--- src/rtl/div_unit.sv ---
// Iterative radix-2 restoring divider for RV32M DIV/DIVU/REM/REMU.
// One quotient bit per clock; divide-by-zero and signed overflow finish right after the start edge.
`timescale 1ns/1ps
module div_unit #(
  parameter int DATA_WIDTH = 32
) (
  input  logic                  clk,
  input  logic                  reset,
  input  logic                  start,
  input  logic [2:0]            funct3,
  input  logic [DATA_WIDTH-1:0] dividend,
  input  logic [DATA_WIDTH-1:0] divisor,
  input  logic [4:0]            rd_addr_in,
  output logic                  busy,
  output logic                  done,
  output logic [4:0]            wr_addr,
  output logic [DATA_WIDTH-1:0] result
);

  localparam int CW = $clog2(DATA_WIDTH);
  localparam logic [CW-1:0] LAST_STEP = CW'(DATA_WIDTH - 1);
  localparam logic [DATA_WIDTH-1:0] MIN_INT = {1'b1, {(DATA_WIDTH-1){1'b0}}};

  typedef enum logic [1:0] {IDLE, CALC, DONE} state_t;

  state_t                state;
  logic [CW-1:0]         count;
  logic [DATA_WIDTH-1:0] quot;
  logic [DATA_WIDTH:0]   rem_acc;
  logic [DATA_WIDTH-1:0] dvsr;
  logic                  neg_q;
  logic                  neg_r;
  logic                  sel_rem;
  logic [4:0]            rd_q;

  logic                  is_signed;
  logic                  sel_rem_in;
  logic                  a_neg;
  logic                  b_neg;
  logic [DATA_WIDTH-1:0] a_abs;
  logic [DATA_WIDTH-1:0] b_abs;
  logic                  div_zero;
  logic                  overflow;
  logic [DATA_WIDTH-1:0] special_res;

  logic [DATA_WIDTH:0]   shifted;
  logic [DATA_WIDTH:0]   diff;
  logic                  fits;
  logic [DATA_WIDTH:0]   next_rem;
  logic [DATA_WIDTH-1:0] next_quot;
  logic [DATA_WIDTH-1:0] r_mag;
  logic [DATA_WIDTH-1:0] q_final;
  logic [DATA_WIDTH-1:0] r_final;

  assign busy = (state != IDLE);

  // Operand decode for the start edge; unrecognised funct3 values fall into the DIVU case.
  always_comb begin
    is_signed   = funct3[2] & ~funct3[0];
    sel_rem_in  = funct3[2] & funct3[1];
    a_neg       = is_signed & dividend[DATA_WIDTH-1];
    b_neg       = is_signed & divisor[DATA_WIDTH-1];
    a_abs       = a_neg ? -dividend : dividend;
    b_abs       = b_neg ? -divisor : divisor;
    div_zero    = (divisor == '0);
    overflow    = is_signed && (dividend == MIN_INT) && (divisor == '1);
    special_res = '0;
    if (div_zero)
      special_res = sel_rem_in ? dividend : '1;
    else if (overflow)
      special_res = sel_rem_in ? '0 : MIN_INT;
  end

  // One restoring step; the extra accumulator bit is the borrow that says the divisor did not fit.
  always_comb begin
    shifted   = {rem_acc[DATA_WIDTH-1:0], quot[DATA_WIDTH-1]};
    diff      = shifted - {1'b0, dvsr};
    fits      = ~diff[DATA_WIDTH];
    next_rem  = fits ? diff : shifted;
    next_quot = {quot[DATA_WIDTH-2:0], fits};
    r_mag     = next_rem[DATA_WIDTH-1:0];
    q_final   = neg_q ? -next_quot : next_quot;
    r_final   = neg_r ? -r_mag : r_mag;
  end

  always_ff @(posedge clk) begin
    if (reset) begin
      state   <= IDLE;
      count   <= '0;
      quot    <= '0;
      rem_acc <= '0;
      dvsr    <= '0;
      neg_q   <= 1'b0;
      neg_r   <= 1'b0;
      sel_rem <= 1'b0;
      rd_q    <= '0;
      done    <= 1'b0;
      wr_addr <= '0;
      result  <= '0;
    end else begin
      case (state)
        IDLE: begin
          done <= 1'b0;
          if (start) begin
            sel_rem <= sel_rem_in;
            neg_q   <= a_neg ^ b_neg;
            neg_r   <= a_neg;
            rd_q    <= rd_addr_in;
            if (div_zero || overflow) begin
              result  <= special_res;
              wr_addr <= rd_addr_in;
              done    <= 1'b1;
              state   <= DONE;
            end else begin
              quot    <= a_abs;
              rem_acc <= '0;
              dvsr    <= b_abs;
              count   <= '0;
              state   <= CALC;
            end
          end
        end
        CALC: begin
          quot    <= next_quot;
          rem_acc <= next_rem;
          count   <= count + 1'b1;
          // Final step feeds the sign-corrected result directly so done lands one cycle later.
          if (count == LAST_STEP) begin
            result  <= sel_rem ? r_final : q_final;
            wr_addr <= rd_q;
            done    <= 1'b1;
            state   <= DONE;
          end
        end
        DONE: begin
          done  <= 1'b0;
          state <= IDLE;
        end
        default: begin
          done  <= 1'b0;
          state <= IDLE;
        end
      endcase
    end
  end

endmodule

--- config.mk ---
export PLATFORM = sky130hd
export DESIGN_NAME = div_unit
export DESIGN_NICKNAME = d
export VERILOG_FILES = /design/src/rtl/div_unit.sv
export SDC_FILE = /design/constraint.sdc
export NUM_CORES = 1
export LEC_CHECK = 0
export ABC_AREA = 1
export CORE_MARGIN = 5
export CORE_UTILIZATION = 60
export DETAILED_ROUTE_END_ITERATION = 10
export DONT_BUFFER_PORTS = 1
export PLACE_DENSITY = 0.76
export SLEW_MARGIN = 20
export SYNTH_ARGS = -nofsm -noshare
export SYNTH_HDL_FRONTEND = slang
export SYNTH_SLANG_ARGS = --single-unit
export TNS_END_PERCENT = 100
--- constraint.sdc ---
create_clock -name clk -period 5.1 [get_ports clk]
set_clock_uncertainty 0.2 [all_clocks]
set_input_delay 0.765 -clock clk [delete_from_list [all_inputs] [get_ports clk]]
set_output_delay 0.765 -clock clk [all_outputs]
set_load 0.01 [all_outputs]
# Yosys cells after proc, flatten, opt, wreduce, memory -nomap -nowiden
# Index checks and enable logic that the tools add are counted.
# Widths: inputs -> output; s select.
classes:
  n_addsub: 6
  eq_ne: 8
  muxes: 35
  n_bitwise: 8
  reduce_logical: 12
op_table:
  columns: ["operator", "count"]
  rows:
  - ["$mux 32", 17]
  - ["$pmux 32 s2", 3]
  - ["$neg 32->32", 4]
  - ["$eq 32x32->1 const B", 2]
  - ["$sub 33x32->33", 1]
  - ["$logic_not 32->1", 1]
  - ["$mux 5", 5]
  - ["$pmux 5 s2", 2]
  - ["$ne 2x2->1 const B", 4]
  - ["$mux 2", 3]
  - ["$reduce_and 3->1", 2]
  - ["$add 5x1->5 const B", 1]
  - ["$eq 5x5->1 const B", 1]
  - ["$and 1x1->1", 4]
  - ["$pmux 2 s2", 1]
  - ["$reduce_and 2->1", 2]
  - ["$reduce_and 4->1", 1]
  - ["$reduce_bool 2->1", 2]
  - ["$mux 1", 3]
  - ["$not 1->1", 3]
  - ["$eq 2x1->1 const B", 1]
  - ["$logic_and 1x1->1", 2]
  - ["$logic_not 2->1", 1]
  - ["$pmux 1 s2", 1]
  - ["2 further kinds", 2]
totals:
  ff_bits: 149
  inputBits: 75
  wordCells: 81

# Depth between registers and ports, before layout
logic_depth:
  depth_word: 9
  depth_mapped: 33

# Least setup slack after synthesis
# No wires, ideal clock.
synth_path:
  path_kind: "flip-flop to flip-flop"
  from: "register quot[31]"
  to: "register result[30]"
  setup_time_ps: 119
  arrival_time_ps: 4095
  t_required_ps: 4781
  path_slack_ps: 685
  path_stages_with_launch: 34
  n_path_buf: 2
  period_less_slack_ps: 4415
  path_cell_list: "dfxtp_1 inv_1 ha_1 fa_1 inv_1 nand2_1 nand2_1 nand3_1 nand2_2 nand2_1 nand2_2 nand2_4 nand2_4 nand2_4 nand2_4 buf_6 buf_6 ha_1 nand3_1 nor2_1 nand2_1 nor3_1 nand2_1 nor2_2 nand3_1 nor3_1 nor2_1 a21oi_1 o21ai_0 or2_0 nand3_1 nand2_1 nand2_1 a21oi_1"
synth_between:
  elab_chain_len: 7
  elab_cells_between_ends: 10
  classes_between: "add/sub (3); mux (6); bitwise (1)"
synth_rtl:
  columns: ["item", "line_no", "rtl"]
  rows:
  - ["from (decl)", "28", "logic [DATA_WIDTH-1:0] quot;"]
  - ["from (signal assigned)", "115", "quot <= a_abs;"]
  - ["from (signal assigned)", "124", "quot <= next_quot;"]
  - ["$sub 33x32->33", "77", "diff = shifted - {1'b0, dvsr};"]
  - ["$mux 32 or $not 1->1 (tied branches)", "79, 78", null]
  - ["$neg 32->32, on equally long branches", "83, 82", null]
  - ["$mux 32, on equally long branches", "83, 82", null]
  - ["$mux 32 *", "129", "result <= sel_rem ? r_final : q_final;"]
  - ["$mux 32 *", "128", "if (count == LAST_STEP) begin"]
  - ["$pmux 32 s2 *", "101", "case (state)"]
  - ["to (signal assigned)", "110", "result <= special_res;"]
  - ["to (signal assigned)", "129", null]
  - ["to (decl)", "17", "output logic [DATA_WIDTH-1:0] result"]
# Mark *: on every way between the ends. The rest lies on a longest branch, timed or not. The select of a mux whose other input is x is not followed.
# A chain may end at the register's enable or synchronous reset.

# Worst setup path after layout
layout_path:
  from: "register quot[31]"
  to: "register result[12]"
# The elaborated chain is that of the path after synthesis.

==> reports/qor.yml <==
detailed_routing:
  wire_per_inst_um: 18.0
  vias: 15100
  drc: 0
  ant_nets: 0
  totalWireLength_um: 45900
  drt_iter0_drc: 1859
  via_per_inst: 5.92
  dr.pass1.iters: 6
setup_path:
  endpoint: "result[12]"
  reg2reg_depth: 25
  worstPathArrival_ns: 4.83
  setup.worst_path.start_class: "register"
  endpoint_kind: "register"
  critical_path_required_ns: 5.27
  cp-startpoint: "quot[31]"
  reg2reg_slack_ns: 0.44
  critical_path.max_fanout: 26
  reg2reg_from: "quot[31]"
  path_class: "reg2reg"
  reg2reg_to: "result[12]"
layout:
  antenna_cells: 0
  fin_util_pct: 64.1
  finalNonFillerCells: 2550
  drive_above_1_share_pct: 5.81
  regArea_sq_um: 2980
  area_delta_synth_final_pct: 5.52
  stdcell_area_sq_um: 13900
  fin_nets: 2372
  multi_input_area_sq_um: 8700
  fillers: 2121
yosys:
  synth.distinct_cells: 55
  netlist_area_sq_um: 13200
  async_flop_share_pct: 0
  ys_ff_latch: 149
  synthTopCellsByCount: "nand2_1 (707), inv_1 (275), nor2_1 (224)"
  synth_area_leader_cell: "dfxtp_1"
  synth_area_leaders: "dfxtp_1 (23%), nand2_1 (20%), a21oi_1 (8.0%)"
  synth.avg_cell_area_sq_um: 5.68
  syn_inst: 2318
  syn_nets: 2433
  yosys_warnings: 0
  synthFlopType: "dfxtp_1"
  yosysMostFrequentCell: "nand2_1"
  yosysSeqAreaShare_pct: 22.6
  synth_edf_count: 0
  synth_top_cell_area_share_pct: 22.6
power_and_ir_drop:
  power.switching_mw: 3.40
  pwr-share-seq_pct: 22.1
  swShare_pct: 52.2
  p_int_mw: 3.12
  p_total_mw: 6.51
  clockPowerShare_pct: 20.8
  vdd_drop_max_v: 0.000250
  p_comb_share_pct: 57.1
  p_leak_nw: 6.50
  power_density_nw_per_um2: 469
global_route:
  grtUsageMet2_pct: 54.8
  top_usage_layer: "met2"
  grt_max_degree: 72
  antenna_found_initial: 0
  grt_overflow: 0
  grt_use_met3_pct: 11.6
  grt_pass1_vias: 13600
  use_met1_pct: 49.7
  grt_usage_pct: 36.3
  grt_pass1_wl_um: 71800
die:
  ios: 114
  core_sq_um: 21700
  std_cell_rows: 54
  die_area_sq_um: 25000
  dieHeight_um: 158
  die_w_um: 158
  initial_utilization_pct: 60.7
timing:
  slew_headroom_pct: 35.6
  fin_crit_sh_pct: 91.4
  worst_slack_ns: 0.441
  setup_tns_ns: 0
  slew_viol_final: 0
  fin_crit_ns: 4.66
  hold_violations: 0
  timing.fmax_mhz: 215
  tightest_slew_ns: 0.963
  fin_hold_ws_ns: 0.177
  setup_viol: 0
  rsz0062_at_grt: "false"
cts:
  cts_buffers: 17
  hold_buffers: 0
  cts_resized: 0
  clock-sinks: 149
  cts_setup_buffers: 0
  cts_max_level: 4
  clockBufferDepth: 2
  cts_tree: "done"
  worstSkewPairLatency_ns: 0.44
  root_buffer: "clkbuf_16"
  path_clk_slew_ns: 0.07
placement:
  place_area_sq_um: 13200
  place_hpwl_um: 35200
  gp_congestion: 1.01
  dpl.cell_count: 2517
  io_buffers: 0
  pre_cts_slack_ns: 0.391
outcome:
  status: "completed"
run:
  drv_cap: 0
hold_path:
  hp-class: "in2reg"
## worst min-delay path by stage
| stage | endpoint | cells past startpoint | from | slack (ns) |
|---|---|---|---|---|
| 6_report | result[31] | 1 | reset | 0.18 |
| 2_1_floorplan | dvsr[2] | 2 | dvsr[2] | 0.23 |
| 3_5_place_dp | count[4] | 2 | count[4] | 0.25 |
| 4_1_cts | result[31] | 1 | reset | 0.18 |
| 3_3_place_gp | neg_r | 2 | neg_r | 0.25 |
| 5_1_grt | result[31] | 1 | reset | 0.17 |
## sequential cells by signal, indices dropped and copies added (netlist names)
name,flops
state,2
neg_q,1
count,5
dvsr,32
quot,32
neg_r,1
rem_acc,32
result,32
rd_q,5
sel_rem,1
done,1
wr_addr,5
## per-layer routing
layer	up-vias	share of wire [%]
met5	-	0
met2	783	43
met1	6834	43
met4	0	2.7
met3	91	12
li1	7391	-
## cells in the final DEF, fill, tap and decap left out, types with 9 or more instances in the layout
cell type	count
xor2_1	28
nor4_1	10
nor3_1	35
nand4_1	31
o21ai_0	177
nand3_1	143
or2_2	9
buf_4	12
nand2_2	28
nor2_2	14
nor2_1	221
clkbuf_16	17
o211ai_1	9
a31oi_1	21
nand2_1	706
inv_1	273
a21oi_1	210
o21ai_1	21
ha_1	39
dfxtp_1	149
xnor2_1	19
## logic make-up after synthesis
group,after synthesis,synth area share [%]
buffers and inverters,379,11.5
adders and majority gates,40,3.86
AOI/OAI and AO/OA,478,19.6
DFF,149,22.6
xor gates and xnor gates,47,3.13
and+or+nand+nor,1225,39.3
## critical path, cell delays in order, from the launching register on
cell and delay (ns):
dfxtp_1 0.41, inv_1 0.07, ha_1 0.23, fa_1 0.42, inv_1 0.09, nand2_1 0.05, nand2_1 0.07, nand3_1 0.08
nand2_2 0.12, nand2_1 0.07, nand2_2 0.09, nand2_4 0.07, nand2_4 0.09, nand2_4 0.08, nand2_4 0.28, nand2_2 0.13
o21ai_4 0.11, ha_1 0.27, nand3_1 0.11, nor2_2 0.24, nand3_1 0.19, nand2_2 0.20, nor2_1 0.06, o21ai_0 0.57
nand2_1 0.12, a21oi_1 0.16
## power by group through the flow
stage               sequential [mW]  combinational (mW)  clock [mW]
floorplan                      1.41                2.89           0
global placement               1.45                3.58           0
detailed placement             1.46                3.62           0
CTS                            1.43                3.64        1.36
global route                   1.45                4.17        1.41
finish                         1.44                3.72        1.36
## layout make-up
class	count	area share, %
flip-flops and latches	149	21.5
inverters	284	7.67
repair buffers	15	1.13
clock inverters	15	1.51
clock buffers	17	3.06
multi-input cells	1790	62.6
well taps	280	2.52
Note: power is estimated with default switching activity, not from simulation.
